[config.mk]
export PLATFORM = sky130hd
export DESIGN_NAME = sysmem_ctrl
export DESIGN_NICKNAME = d
export VERILOG_FILES = /design/src/rtl/sysmem_ctrl.sv
export SDC_FILE = /design/constraint.sdc
export NUM_CORES = 1
export LEC_CHECK = 0
export BUFFER_PORTS_ARGS = -buffer_cell sky130_fd_sc_hd__buf_2
export CAP_MARGIN = 20
export CORE_MARGIN = 1
export CORE_UTILIZATION = 47
export CTS_BUF_LIST = sky130_fd_sc_hd__clkbuf_4 sky130_fd_sc_hd__clkbuf_8
export CTS_CLUSTER_SIZE = 12
export DETAILED_ROUTE_END_ITERATION = 10
export PLACE_DENSITY = 0.89
export SETUP_SLACK_MARGIN = 0.3
export SYNTH_ARGS = -nofsm -noshare
export SYNTH_HDL_FRONTEND = slang
export SYNTH_SLANG_ARGS = --single-unit
[constraint.sdc]
create_clock -name clk -period 2.9 [get_ports clk]
set_input_delay 0.435 -clock clk [delete_from_list [all_inputs] [get_ports clk]]
set_output_delay 0.435 -clock clk [all_outputs]
set_load 0.02 [all_outputs]
[src/rtl/sysmem_ctrl.sv]
// Bridges the picorv32 native bus onto four byte-lane BRAMs (1-cycle read latency)
// and provides a byte-serial loader that fills the RAM while the CPU is stalled.
module sysmem_ctrl #(
  parameter logic [31:0] BASE_ADDR = 32'h0000_0000,
  parameter int          AW        = 10
) (
  input  logic          clk,
  input  logic          resetn,
  input  logic          mem_valid,
  input  logic [31:0]   mem_addr,
  input  logic [31:0]   mem_wdata,
  input  logic [3:0]    mem_wstrb,
  output logic          mem_ready,
  output logic [31:0]   mem_rdata,
  input  logic          ld_en,
  input  logic          ld_valid,
  input  logic [7:0]    ld_data,
  output logic          ld_ready,
  output logic [AW+1:0] ld_count,
  output logic [AW-1:0] ram_addr,
  output logic [3:0]    ram_ce,
  output logic [3:0]    ram_we,
  output logic [31:0]   ram_di,
  input  logic [31:0]   ram_do
);
  localparam int NUM_LANES = 4;

  typedef enum logic [1:0] {IDLE, RD_WAIT, RESP, LOAD} state_t;
  state_t state, state_nx;

  logic [31:0] offset;
  logic        in_range;
  logic        cpu_go;
  logic        rsp_now;

  assign offset   = mem_addr - BASE_ADDR;
  assign in_range = (offset[31:AW+2] == '0);
  assign cpu_go   = (state == IDLE) && !ld_en && mem_valid;
  // Writes and out-of-range accesses complete without waiting on the RAM.
  assign rsp_now  = cpu_go && !(in_range && (mem_wstrb == 4'h0));
  assign ld_ready = resetn && (state == LOAD);

  always_comb begin
    state_nx = state;
    ram_ce   = '0;
    ram_we   = '0;
    ram_addr = '0;
    ram_di   = '0;
    unique case (state)
      IDLE: begin
        if (ld_en) begin
          state_nx = LOAD;
        end else if (mem_valid) begin
          state_nx = RESP;
          if (in_range) begin
            ram_addr = offset[AW+1:2];
            if (mem_wstrb == 4'h0) begin
              ram_ce   = 4'hF;
              state_nx = RD_WAIT;
            end else begin
              ram_ce = mem_wstrb;
              ram_we = mem_wstrb;
              ram_di = mem_wdata;
            end
          end
        end
      end
      RD_WAIT: state_nx = RESP;
      RESP:    state_nx = IDLE;
      LOAD: begin
        if (ld_valid) begin
          ram_addr = ld_count[AW+1:2];
          ram_ce   = 4'(1) << ld_count[1:0];
          ram_we   = 4'(1) << ld_count[1:0];
          ram_di   = {NUM_LANES{ld_data}};
        end
        if (!ld_en) state_nx = IDLE;
      end
      default: state_nx = IDLE;
    endcase
    // Keep the RAMs quiet while reset is asserted, whatever the bus is doing.
    if (!resetn) begin
      ram_ce = '0;
      ram_we = '0;
    end
  end

  always_ff @(posedge clk) begin
    if (!resetn) begin
      state     <= IDLE;
      mem_ready <= 1'b0;
      mem_rdata <= '0;
      ld_count  <= '0;
    end else begin
      state     <= state_nx;
      mem_ready <= rsp_now || (state == RD_WAIT);
      if (cpu_go && !in_range) mem_rdata <= '0;
      if (state == RD_WAIT) mem_rdata <= ram_do;
      if ((state == IDLE) && ld_en) ld_count <= '0;
      if ((state == LOAD) && ld_valid) ld_count <= ld_count + (AW+2)'(1);
    end
  end
endmodule

Word-level counts from Yosys, hierarchy flattened
Cells that the tools add are included.

Add/sub/neg operators: 1. Eq/ne operators: 5. Shift-type cells: 1. Multiplexer cells: 34. Reduce and logical (&&, ||, !) cells: 18.

Operators with widths (count): $mux 32 (7); $pmux 32 s2 (1); $mux 4 (11); $mux 10 (4); $mux 12 (2); $logic_not 20->1 (1); $pmux 10 s2 (1); $pmux 4 s2 (2); $add 12x1->12 const B (1); $mux 2 (5); $logic_and 1x1->1 (8); $pmux 2 s4 (1); $eq 2x2->1 const B (2); $logic_not 4->1 (1); $reduce_bool 2->1 (2); $shl 1x2->4 const A (1); $logic_not 1->1 (3); $ne 3x3->1 const B (1); $eq 2x1->1 const B (1); $logic_not 2->1 (1); $ne 2x2->1 const B (1); $reduce_and 2->1 (1); $logic_or 1x1->1 (1).

Register bits after elaboration: 47. Bits of input ports: 113. Output and inout port bits: 96.

Logic depth before layout (Yosys ltp)
Word-level depth: 7. Gate-level depth with buffers: 8. Gate-level depth less buffers: 6.

Worst setup path after synthesis
No wires, ideal clock.

Path type: reg-to-output. Start: register state[0]. End: output port ram_di[15]. Arrival: 1.693 ns. Required time: 2.465 ns. Slack: 0.772 ns. Cell stages (with the launch flop): 7. Buffers on the path: 0. Path through: dfxtp_1 -> inv_1 -> ha_1 -> nand2_1 -> nor2_1 -> nand4_4 -> o21ai_0.

Cells in the longest elaborated chain, start to end: 2. Elaborated cells on any way between the ends: 3. Those cells by class: eq/ne (1); mux (1); reduce/logical (1).

RTL lines: from (decl) (RTL line 29) `state_t state, state_nx;`; from (signal assigned) (RTL line 95) `state <= state_nx;`; $eq 2x2->1 or $logic_not 2->1 (tied branches) (RTL line 49) `unique case (state)`; $pmux 32 s2 (*) (RTL line 49); to (decl) (RTL line 23) `output logic [31:0] ram_di,`.

Mark *: on every way between the ends. The rest lies on a longest branch, timed or not.

Worst setup path in the final report
Start: register state[1]. End: output port ram_di[5].

The elaborated chain is that of the path after synthesis.

==> results.sh <==
export IMPL_path_class="register to output port"
export IMPL_drive_gt1_share_pct=37.90
export IMPL_cp_cell_sequence="inv_1, ha_2, nand2_1, nor2_4, buf_12, nand4_4, buf_12, o21ai_1, buf_2"
export IMPL_synth_top_area_share_pct=30.52
export IMPL_crit_family="buffers and inverters"
export IMPL_setup_tns_final_ns=0
export IMPL_ff2ff_setup_slack_ns=1.13
export IMPL_antenna_cells=0
export IMPL_core_area_um2=6350
export IMPL_crit_arrival_ns=2.08
export IMPL_finalCritPeriodShare_pct=86.83
export IMPL_drt_iter0_markers=298
export IMPL_cts_hold_buf=0
export IMPL_crit_path_max_fanout=16
export IMPL_critPathRequiredTime_ns=2.47
export IMPL_top_level_ports=209
export IMPL_clk_latency_ns=0.30
export IMPL_final_cell_mix="buf_2, nand2_1, nand3_1"
export IMPL_wl_per_cell_um=15.52
export IMPL_cts_tree="built"
export IMPL_grt_max_degree=41
export IMPL_crit_end="ram_di[5]"
export IMPL_syn_nets=558
export IMPL_p_leak_uw=0.002299
export IMPL_firstDrtPassIters=5
export IMPL_syn_to_final_growth_pct=38.76
export IMPL_place_hpwl_mm=7.908
export IMPL_nets=750
export IMPL_synthFlopType="dfxtp_1"
export IMPL_grt_ovfl_total=0
export IMPL_worst_pin_slew_ns=0.7005
export IMPL_track_usage_pct=30.39
export IMPL_worst_r2r_path_depth=6
export IMPL_cts_sinks=47
export IMPL_timing_rr_end="mem_ready"
export IMPL_start_kind="register"
export IMPL_synth_area_leader_cell="dfxtp_1"
export IMPL_synth_area_um2=3083
export IMPL_r2r_start="state[1]"
export IMPL_placementRows=29
export IMPL_yosys_register_bits=47
export IMPL_worst_clock_skew_ns=0.01252
export IMPL_numCtsBuffers=5
export IMPL_antenna_found_initial=0
export IMPL_die_h_um=82.99
export IMPL_crit_start="state[1]"
export IMPL_hold_worst_slack_ns=0.3387
export IMPL_synth_avg_cell_area_um2=7.055
export IMPL_grt_pass1_vias=3572
export IMPL_relSlewSlack_pct=52.91
export IMPL_slew_viol_final=0
export IMPL_clk_pin_slew_ns=0.09
export IMPL_clk_path_buf_depth=2
export IMPL_vias_per_cell=5.599
export IMPL_cpPeakStageDelay_ns=0.32
export IMPL_post_route_min_period_ns=2.518
export IMPL_start_util_pct=48.55
export IMPL_synth_edf_count=0
export IMPL_design_area_um2=4278
export IMPL_antenna_left=0
export IMPL_synth_area_leaders="dfxtp_1, nand3_1, nand2_1"
export IMPL_ys_warnings_count=0
export IMPL_dieArea_um2=6887
export IMPL_fp_dieW_um=82.99
export IMPL_root_buffer="clkbuf_8"
export IMPL_regArea_um2=940.9
export IMPL_min_path_type="primary input to register"
export IMPL_timing_hold_violations_final=0
export IMPL_ir_drop_mv=0.3776
export IMPL_wl_mm=10.94
export IMPL_rsz0062_at_grt="no"
export IMPL_crit_cells=9
export IMPL_setup_viol=0
export IMPL_via_count=3947
export IMPL_place_congestion=0.8767
export IMPL_drc_errors=0
export IMPL_multi_input_area_um2=1884
export IMPL_fmax_mhz=397.1
export IMPL_cts_htree_levels=2
export IMPL_fillers=570
export IMPL_synthCells=437
export IMPL_mostFrequentLayoutCell="buf_2"
export IMPL_ys_types=40
export IMPL_crit_top_cell="buf_12"
export IMPL_endpoint_kind="output port"
export IMPL_synth_seq_area_share_pct=30.52
export IMPL_cp_slowest_cell="dfxtp_1"
export IMPL_critPathBufInv=4
export IMPL_placed_area_um2=4086
export IMPL_grt_pass1_wl_mm=17.22
export IMPL_power_density_nw_per_um2=340.6
export IMPL_cap_violations=0
export IMPL_totalPowerFinal_uw=1457
export IMPL_port_buffers=206
export IMPL_async_flop_share_pct=0
export IMPL_status="finished clean"
## report_power, final
group | total [uW] | switching, uW | internal [uW]
Sequential | 692 | 14.7 | 677
Combinational | 394 | 241 | 153
Clock | 371 | 211 | 160
## cell type report
cell class | instances | area share, %
multi-input cells | 321 | 44.05
repair buffers | 217 | 26.67
flip-flops and latches | 47 | 21.99
inverters | 37 | 3.247
well taps | 77 | 2.252
clock buffers | 5 | 1.609
clock inverters | 1 | 0.1755
## synthesized netlist by cell type (all sizes together), types with 4 or more instances
cell     number
a21oi         9
a22o         10
and2          4
and3          4
buf          17
clkbuf       17
dfxtp        47
ha            8
inv          37
mux2i         4
nand2        94
nand2b        6
nand3        73
nor2          7
nor3b        32
nor4          6
o2111ai       4
o21ai        32
o22ai         4
## worst min-delay path by stage
stage | startpoint | endpoint | slack (ns) | cells past startpoint
floorplan | state[1] | state[1] | 0.53 | 2
global placement | ld_count[11] | ld_count[11] | 0.47 | 2
detailed placement | ld_count[2] | ld_count[2] | 0.50 | 2
CTS | ram_do[21] | mem_rdata[21] | 0.33 | 3
global route | ram_do[27] | mem_rdata[27] | 0.34 | 3
finish | ram_do[21] | mem_rdata[21] | 0.34 | 3
## through the flow
step / utilization [%] / worst slack, ns / std cells
after floorplan: - / 0.7715 / 437
after global placement: 64.35 / 0.2814 / 694
after detailed placement: 64.35 / 0.2349 / 694
after CTS: 66.38 / 0.2967 / 702
after global routing: 67.37 / 0.2772 / 705
final: 67.37 / 0.3819 / 705
## registers in the layout (all words and copies together) (netlist names)
register / cells
mem_rdata: 32
mem_ready: 1
ld_count: 12
state: 2
## tightest hold or removal path, delay by kind of cell
family / cells / cell delay [ns]
AND/OR/NAND/NOR: 2 / 0.10
buffers and inverters: 1 / 0.07
## logic make-up after synthesis
kind of cell	Yosys count	synth area share, %
simple gates	235	39.61
compound gates	70	14.29
fa+ha+maj	8	3.247
buf+inv	71	10.47
flops	47	30.52
xor+xnor	2	0.5683
mux	4	1.299
## routing by layer
metal	routed length, um	track usage, %	vias to the layer above
met2	5557	53.95	200
met1	4395	37.52	1844
met5	0	0	-
met3	790	6.362	19
met4	198	7.053	0
li1	-	-	1884
## what timing repair did
item / 4_1_cts / 5_1_grt
setup endpoints to repair: 42 / 50
buffers inserted: 1 / 2
pin swaps: 1 / 3
resized for setup: 5 / 9
gates cloned: 1 / 1
Power figures use the tool's default switching activity.
